`src/rtl/game_pkg.sv`:
```
`default_nettype none
// ============================================================================
// Module      : game_pkg
// Description : Shared definitions for the level controller. This package
//               holds the game-state encodings, the default level and lives
//               limits, and a helper that sizes the hold timer.
// Revision    : 1.0 - initial release
// ============================================================================
package game_pkg;

    // Default game limits
    localparam int c_MAX_LEVEL_DEF = 8;
    localparam int c_LIVES_DEF     = 3;

    // Game-state encodings
    localparam int                   c_STATE_W      = 3;
    localparam logic [c_STATE_W-1:0] c_ST_IDLE      = 3'd0;
    localparam logic [c_STATE_W-1:0] c_ST_PLAY      = 3'd1;
    localparam logic [c_STATE_W-1:0] c_ST_HOLD_PASS = 3'd2;
    localparam logic [c_STATE_W-1:0] c_ST_HOLD_FAIL = 3'd3;
    localparam logic [c_STATE_W-1:0] c_ST_WON       = 3'd4;
    localparam logic [c_STATE_W-1:0] c_ST_OVER      = 3'd5;

    // Width of the hold counter. A count of HOLD_CYCLES-1 always fits in
    // clog2(HOLD_CYCLES) bits. The result is clamped to at least one bit so
    // that HOLD_CYCLES=1 still gives a legal vector.
    function automatic int timer_width(input int cycles);
        return (cycles > 1) ? $clog2(cycles) : 1;
    endfunction

endpackage
`default_nettype wire

```
`src/rtl/hold_timer.sv`:
```
`default_nettype none
// ============================================================================
// Module      : hold_timer
// Description : Down-counter used for the pause between levels. Asserting
//               load presets the counter to HOLD_CYCLES-1. While count is
//               high, the counter decrements and then stops at zero. The
//               done output is high whenever the counter is zero.
// Ports       : clk   - system clock (rising edge)
//               rst   - synchronous active-high reset (clears the counter)
//               load  - preset to HOLD_CYCLES-1 (takes priority over count)
//               count - decrement enable
//               done  - counter is at zero
// Revision    : 1.0 - initial release
// ============================================================================
module hold_timer #(
    parameter int HOLD_CYCLES = 4
) (
    input  logic clk,
    input  logic rst,
    input  logic load,
    input  logic count,
    output logic done
);
    import game_pkg::*;

    localparam int             c_W        = timer_width(HOLD_CYCLES);
    localparam logic [c_W-1:0] c_LOAD_VAL = c_W'(HOLD_CYCLES - 1);
    localparam logic [c_W-1:0] c_ONE      = c_W'(1);

    logic [c_W-1:0] r_count;
    logic [c_W-1:0] w_count_nx;

    always_comb begin
        w_count_nx = r_count;
        if (load) begin
            w_count_nx = c_LOAD_VAL;
        end else if (count && (r_count != '0)) begin
            w_count_nx = r_count - c_ONE;
        end
    end

    always_ff @(posedge clk) begin
        if (rst) begin
            r_count <= '0;
        end else begin
            r_count <= w_count_nx;
        end
    end

    assign done = (r_count == '0);

endmodule
`default_nettype wire

```
`src/rtl/level_controller.sv`:
```
`default_nettype none
// ============================================================================
// Module      : level_controller
// Description : Game level sequencer. It tracks the active level and the
//               remaining lives. After each level is passed or failed, it
//               inserts a fixed pause before the next level. It flags win
//               and game-over conditions. Every output comes from a flop.
// Ports       : clk         - system clock (rising edge)
//               rst         - synchronous active-high reset
//               start       - pulse: begin a new game (IDLE/WON/OVER only)
//               level_pass  - pulse: current level cleared
//               level_fail  - pulse: current level failed
//               curr_level  - active level 1..MAX_LEVEL, 0 in IDLE (LEDs)
//               lives_left  - remaining attempts
//               level_start - pulse in the first cycle of each level attempt
//               game_won    - high while in WON
//               game_over   - high while in OVER
// Revision    : 1.0 - initial release
// ============================================================================
module level_controller
    import game_pkg::*;
#(
    parameter int MAX_LEVEL   = c_MAX_LEVEL_DEF,
    parameter int LIVES       = c_LIVES_DEF,
    parameter int HOLD_CYCLES = 50000000
) (
    input  logic       clk,
    input  logic       rst,
    input  logic       start,
    input  logic       level_pass,
    input  logic       level_fail,
    output logic [3:0] curr_level,
    output logic [2:0] lives_left,
    output logic       level_start,
    output logic       game_won,
    output logic       game_over
);

    localparam logic [3:0] c_MAX_LEVEL = 4'(MAX_LEVEL);
    localparam logic [2:0] c_LIVES     = 3'(LIVES);

    logic [c_STATE_W-1:0] r_state;
    logic [c_STATE_W-1:0] w_state_nx;
    logic [3:0]           r_curr_level;
    logic [3:0]           w_curr_level_nx;
    logic [2:0]           r_lives_left;
    logic [2:0]           w_lives_left_nx;
    logic                 r_level_start;
    logic                 w_level_start_nx;
    logic                 r_game_won;
    logic                 r_game_over;
    logic                 w_hold_load;
    logic                 w_hold_count;
    logic                 w_hold_done;

    // The timer is loaded in the same cycle the pass or fail pulse is seen.
    // The FSM then stays in the hold state until done is seen. That gives
    // HOLD_CYCLES hold cycles before the next PLAY cycle.
    hold_timer #(
        .HOLD_CYCLES (HOLD_CYCLES)
    ) u_hold_timer (
        .clk   (clk),
        .rst   (rst),
        .load  (w_hold_load),
        .count (w_hold_count),
        .done  (w_hold_done)
    );

    assign w_hold_count = (r_state == c_ST_HOLD_PASS) || (r_state == c_ST_HOLD_FAIL);

    always_comb begin
        w_state_nx       = r_state;
        w_curr_level_nx  = r_curr_level;
        w_lives_left_nx  = r_lives_left;
        w_level_start_nx = 1'b0;
        w_hold_load      = 1'b0;

        case (r_state)
            c_ST_IDLE, c_ST_WON, c_ST_OVER: begin
                if (start) begin
                    w_state_nx       = c_ST_PLAY;
                    w_curr_level_nx  = 4'd1;
                    w_lives_left_nx  = c_LIVES;
                    w_level_start_nx = 1'b1;
                end
            end

            c_ST_PLAY: begin
                // A fail takes priority. A pass in the same cycle is dropped.
                if (level_fail) begin
                    if (r_lives_left > 3'd1) begin
                        w_lives_left_nx = r_lives_left - 3'd1;
                        w_state_nx      = c_ST_HOLD_FAIL;
                        w_hold_load     = 1'b1;
                    end else begin
                        w_lives_left_nx = 3'd0;
                        w_state_nx      = c_ST_OVER;
                    end
                end else if (level_pass) begin
                    if (r_curr_level < c_MAX_LEVEL) begin
                        w_state_nx  = c_ST_HOLD_PASS;
                        w_hold_load = 1'b1;
                    end else begin
                        w_state_nx = c_ST_WON;
                    end
                end
            end

            c_ST_HOLD_PASS: begin
                if (w_hold_done) begin
                    w_state_nx       = c_ST_PLAY;
                    w_level_start_nx = 1'b1;
                    if (r_curr_level < c_MAX_LEVEL) begin
                        w_curr_level_nx = r_curr_level + 4'd1;
                    end
                end
            end

            c_ST_HOLD_FAIL: begin
                if (w_hold_done) begin
                    w_state_nx       = c_ST_PLAY;
                    w_level_start_nx = 1'b1;
                end
            end

            default: begin
                w_state_nx = c_ST_IDLE;
            end
        endcase
    end

    always_ff @(posedge clk) begin
        if (rst) begin
            r_state       <= c_ST_IDLE;
            r_curr_level  <= 4'd0;
            r_lives_left  <= 3'd0;
            r_level_start <= 1'b0;
            r_game_won    <= 1'b0;
            r_game_over   <= 1'b0;
        end else begin
            r_state       <= w_state_nx;
            r_curr_level  <= w_curr_level_nx;
            r_lives_left  <= w_lives_left_nx;
            r_level_start <= w_level_start_nx;
            r_game_won    <= (w_state_nx == c_ST_WON);
            r_game_over   <= (w_state_nx == c_ST_OVER);
        end
    end

    assign curr_level  = r_curr_level;
    assign lives_left  = r_lives_left;
    assign level_start = r_level_start;
    assign game_won    = r_game_won;
    assign game_over   = r_game_over;

endmodule
`default_nettype wire

```
`config.mk`:
```
export PLATFORM = sky130hd
export DESIGN_NAME = level_controller
export DESIGN_NICKNAME = d
export VERILOG_FILES = /design/src/rtl/game_pkg.sv /design/src/rtl/hold_timer.sv /design/src/rtl/level_controller.sv
export SDC_FILE = /design/constraint.sdc
export NUM_CORES = 1
export LEC_CHECK = 0
export CORE_MARGIN = 2
export CORE_UTILIZATION = 25
export DETAILED_ROUTE_END_ITERATION = 16
export PLACE_DENSITY = 0.49
export SLEW_MARGIN = 20
export SYNTH_ARGS = -nofsm -noshare
export SYNTH_HDL_FRONTEND = slang
export SYNTH_SLANG_ARGS = --single-unit
```
`constraint.sdc`:
```
create_clock -name clk -period 2.1 [get_ports clk]
set_clock_uncertainty 0.15 [all_clocks]
set_input_delay 0.42 -clock clk [delete_from_list [all_inputs] [get_ports clk]]
set_output_delay 0.42 -clock clk [all_outputs]
set_load 0.02 [all_outputs]
```
==> flow_summary_export.csv <==
group,metric,value,unit
yosys,synth_top_family_by_area,"simple AND/OR/NAND/NOR gates",
global_routing,overflow,0,
routing,drt-pass1-iter-count,4,
place,place_ws,-0.156,ns
floorplanning,dieArea,9020,um2
yosys,synth-edff-count,0,
pwr,p_total,3.08,mW
pwr,clockPowerShare,0.216,
timing,max_freq,486,MHz
floorplanning,pin_count,15,
timing,setup_tns,0,ns
place,dpl_cell_area,2640,um2
cts,cts_inserted_buffers,5,
finish,diodes,0,
pwr,p_sw_frac,0.383,
finish,fillers,824,
routing,routed_via_density,4.91,
setup_path,r2r_cells,7,
cts,path_clk_slew,0.08,ns
yosys,synth_cell_type_count,50,
setup_path,critPathMaxFanout,6,
cts,tritoncts,"done",
cts,clock_latency,0.30,ns
setup_path,critPathKind,"reg -> reg",
place,dpl.hpwl,3770,um
worst_hold_path,whs_endpoint,"curr_level[2]",
cts,cts_buffer_depth,2,
place,portBuffers,14,
yosys,synth_compound_area_frac,0.249,
finish,area_delta_synth_final,39.4,%
timing,drv_slew,0,
yosys,synth_ff_type,"dfxtp_1",
place,place.gp.congestion,0.798,
floorplanning,die_width,95.0,um
floorplanning,coreArea,8130,um2
floorplanning,rows,33,
floorplanning,fp.dieH,95.0,um
pwr,seqPwrFrac,0.308,
timing,setup_viol,0,
worst_hold_path,hold_depth,1,
setup_path,start_kind,"flip-flop",
yosys,yosysWarnings,0,
global_routing,grt_pass1_wl,8720,um
worst_hold_path,hold_start,"curr_level[2]",
global_routing,top_usage_layer,"met2",
yosys,seq_area_frac_synth,0.377,
global_routing,use_met3,0.0271,
pwr,p_int,1.90,mW
run_status,status,"completed",
timing,hold_violations,0,
global_routing,use_met2,0.189,
yosys,synthesis.nets,238,
setup_path,required,2.17,ns
yosys,synth_fa_ha_area_frac,0.0242,
global_routing,antenna_found_initial,0,
routing,wl_per_cell,13.2,um
routing,num_vias,1933,
cts,root_buffer,"clkbuf_8",
setup_path,r2r_start,"u_hold_timer.r_count[1]",
timing,fin_crit_sh,0.980,
global_routing,gr-usage-met1,0.171,
routing,postRouteAntennaNets,0,
global_routing,grt_usage,0.123,
timing,period_minus_slack,2.06,ns
worst_hold_path,hold_class,"reg -> reg",
finish,nNetsFinal,297,
yosys,synth-xor-area-share,0.0593,
timing,max_slew_margin,0.720,
finish,drive_gt1_frac,0.308,
cts,cts.sinks,39,
setup_path,crit_arrival,2.13,ns
setup_path,crit_path_end_kind,"flip-flop",
yosys,ys_ff_latch,39,
pwr,combPwrFrac,0.475,
yosys,syn_area_per_cell,9.04,um2
global_routing,grt_pass1_vias,1830,
routing,drt_wl_total,5200,um
pwr,powerDensity,1070,nW/um2
run,maxCapViolCount,0,
timing,rsz0062_at_grt,"yes",
pwr,leakage,1.05,nW
finish,design_area,2890,um2
pwr,power.switching,1.18,mW
global_routing,grt_max_degree,14,
routing,drc,0,
pwr,ir_worst_vdd,0.000555,V
timing,tightest_slew,0.415,ns
timing,fin_hold_ws,0.360,ns
yosys,yosys.area_share.simple,0.251,
yosys,async_flop_share,0,
yosys,muxShareOfSynthArea,0,
cts,htree_levels,2,
yosys,synth_area,2070,um2
routing,drt_iter0_drc,62,
setup_path,rr_endpoint,"u_hold_timer.r_count[24]",
setup_path,r2r_slack,0.04,ns
yosys,syn_inst,229,
floorplanning,initial_core_util,0.254,
timing,setup_ws,0.0410,ns
cts,cts-hold-fix-buffers,0,
==> kinds of logic (layout without fill, tap and decap cells) <==
group / count (synthesis) / in the layout
buffers and inverters: 19 / 79
DFF: 39 / 39
adders and majority gates: 4 / 4
xor gates and xnor gates: 14 / 14
AOI/OAI and AO/OA: 71 / 71
and+or+nand+nor: 82 / 82
==> power groups by stage <==
stage	sequential, mW	clock, mW	combinational, mW
floorplan	0.977	0	0.789
global placement	0.957	0	1.30
detailed placement	0.955	0	1.30
CTS	0.938	0.691	1.34
global route	0.965	0.720	1.61
finish	0.949	0.666	1.46
==> worst max-delay path by stage <==
stage,start,endpoint,slack (ns)
finish,u_hold_timer.r_count[1],u_hold_timer.r_count[24],0.04
global route,u_hold_timer.r_count[1],curr_level[0],-0.06
CTS,u_hold_timer.r_count[0],u_hold_timer.r_count[24],-0.004
detailed placement,u_hold_timer.r_count[0],u_hold_timer.r_count[3],-0.16
global placement,u_hold_timer.r_count[0],u_hold_timer.r_count[3],-0.12
floorplan,u_hold_timer.r_count[0],u_hold_timer.r_count[16],0.01
==> sequential cells by signal (all words and copies together) (netlist names) <==
name / cells
r_state: 3
game_over: 1
game_won: 1
level_start: 1
u_hold_timer.r_count: 26
lives_left: 3
curr_level: 4
==> layer usage <==
| layer | vias to the layer above | routed length (um) |
|---|---|---|
| met5 | - | 0 |
| met4 | 0 | 55 |
| met3 | 5 | 132 |
| met2 | 16 | 2370 |
| met1 | 916 | 2640 |
| li1 | 996 | - |
==> cell type report <==
type | instances | area [um2] | share of cell area
Clock inverter | 2 | 35.0 | 0.0121
Clock buffer | 6 | 82.6 | 0.0286
Inverter | 10 | 37.5 | 0.0130
Multi-Input combinational cell | 171 | 1320 | 0.456
Timing Repair Buffer | 61 | 500 | 0.173
Sequential cell | 39 | 783 | 0.271
Tap cell | 105 | 131 | 0.0455
==> worst max-delay path: stages, from the launching register on <==
cell,delay [ns]
dfxtp_2,0.33
inv_2,0.06
ha_4,0.13
nor4b_4,0.30
nand3_4,0.17
buf_4,0.17
or4_2,0.55
a21oi_2,0.13
==> synthesized netlist by cell type, types with 4 or more instances <==
cell | count | area, um2
a2111oi_2 | 4 | 60.1
a211oi_1 | 15 | 113
a21oi_1 | 21 | 105
a311oi_1 | 6 | 52.6
and4_1 | 5 | 43.8
clkbuf_1 | 6 | 22.5
dfxtp_1 | 39 | 781
ha_1 | 4 | 50.1
inv_1 | 10 | 37.5
nand2_1 | 5 | 18.8
nor2_1 | 21 | 78.8
nor2b_1 | 5 | 31.3
nor3_1 | 14 | 70.1
o21ai_0 | 7 | 35.0
xnor2_1 | 13 | 114
==> cells in the final DEF, fill, tap and decap left out, drive strengths merged, types with 2 or more instances in the layout <==
cell type,instances
buf,47
dfxtp,39
nor2,21
a21oi,21
nor3,16
a211oi,15
clkdlybuf4s50,14
xnor2,13
inv,10
o21ai,8
a2111oi,7
a311oi,6
clkbuf,6
and4,6
nor2b,5
nand2,5
or4,5
nand4,4
ha,4
nor4,4
nand2b,3
or3,3
or2,2
nand4b,2
a32oi,2
a31oi,2
o31ai,2
nand3,2
==> metrics by stage <==
| step | util | std cells |
|---|---|---|
| 6_report | 0.355 | 394 |
| 5_1_grt | 0.355 | 394 |
| 4_1_cts | 0.340 | 393 |
| 3_5_place_dp | 0.324 | 384 |
| 3_3_place_gp | 0.324 | 384 |
| 2_1_floorplan | - | 229 |
==> what timing repair did <==
item	in CTS	in global routing
resized for setup	3	22
setup buffers	1	1
pin swaps	3	12
endpoints found under the setup margin	7	24
(Power assumes the default switching activity.)
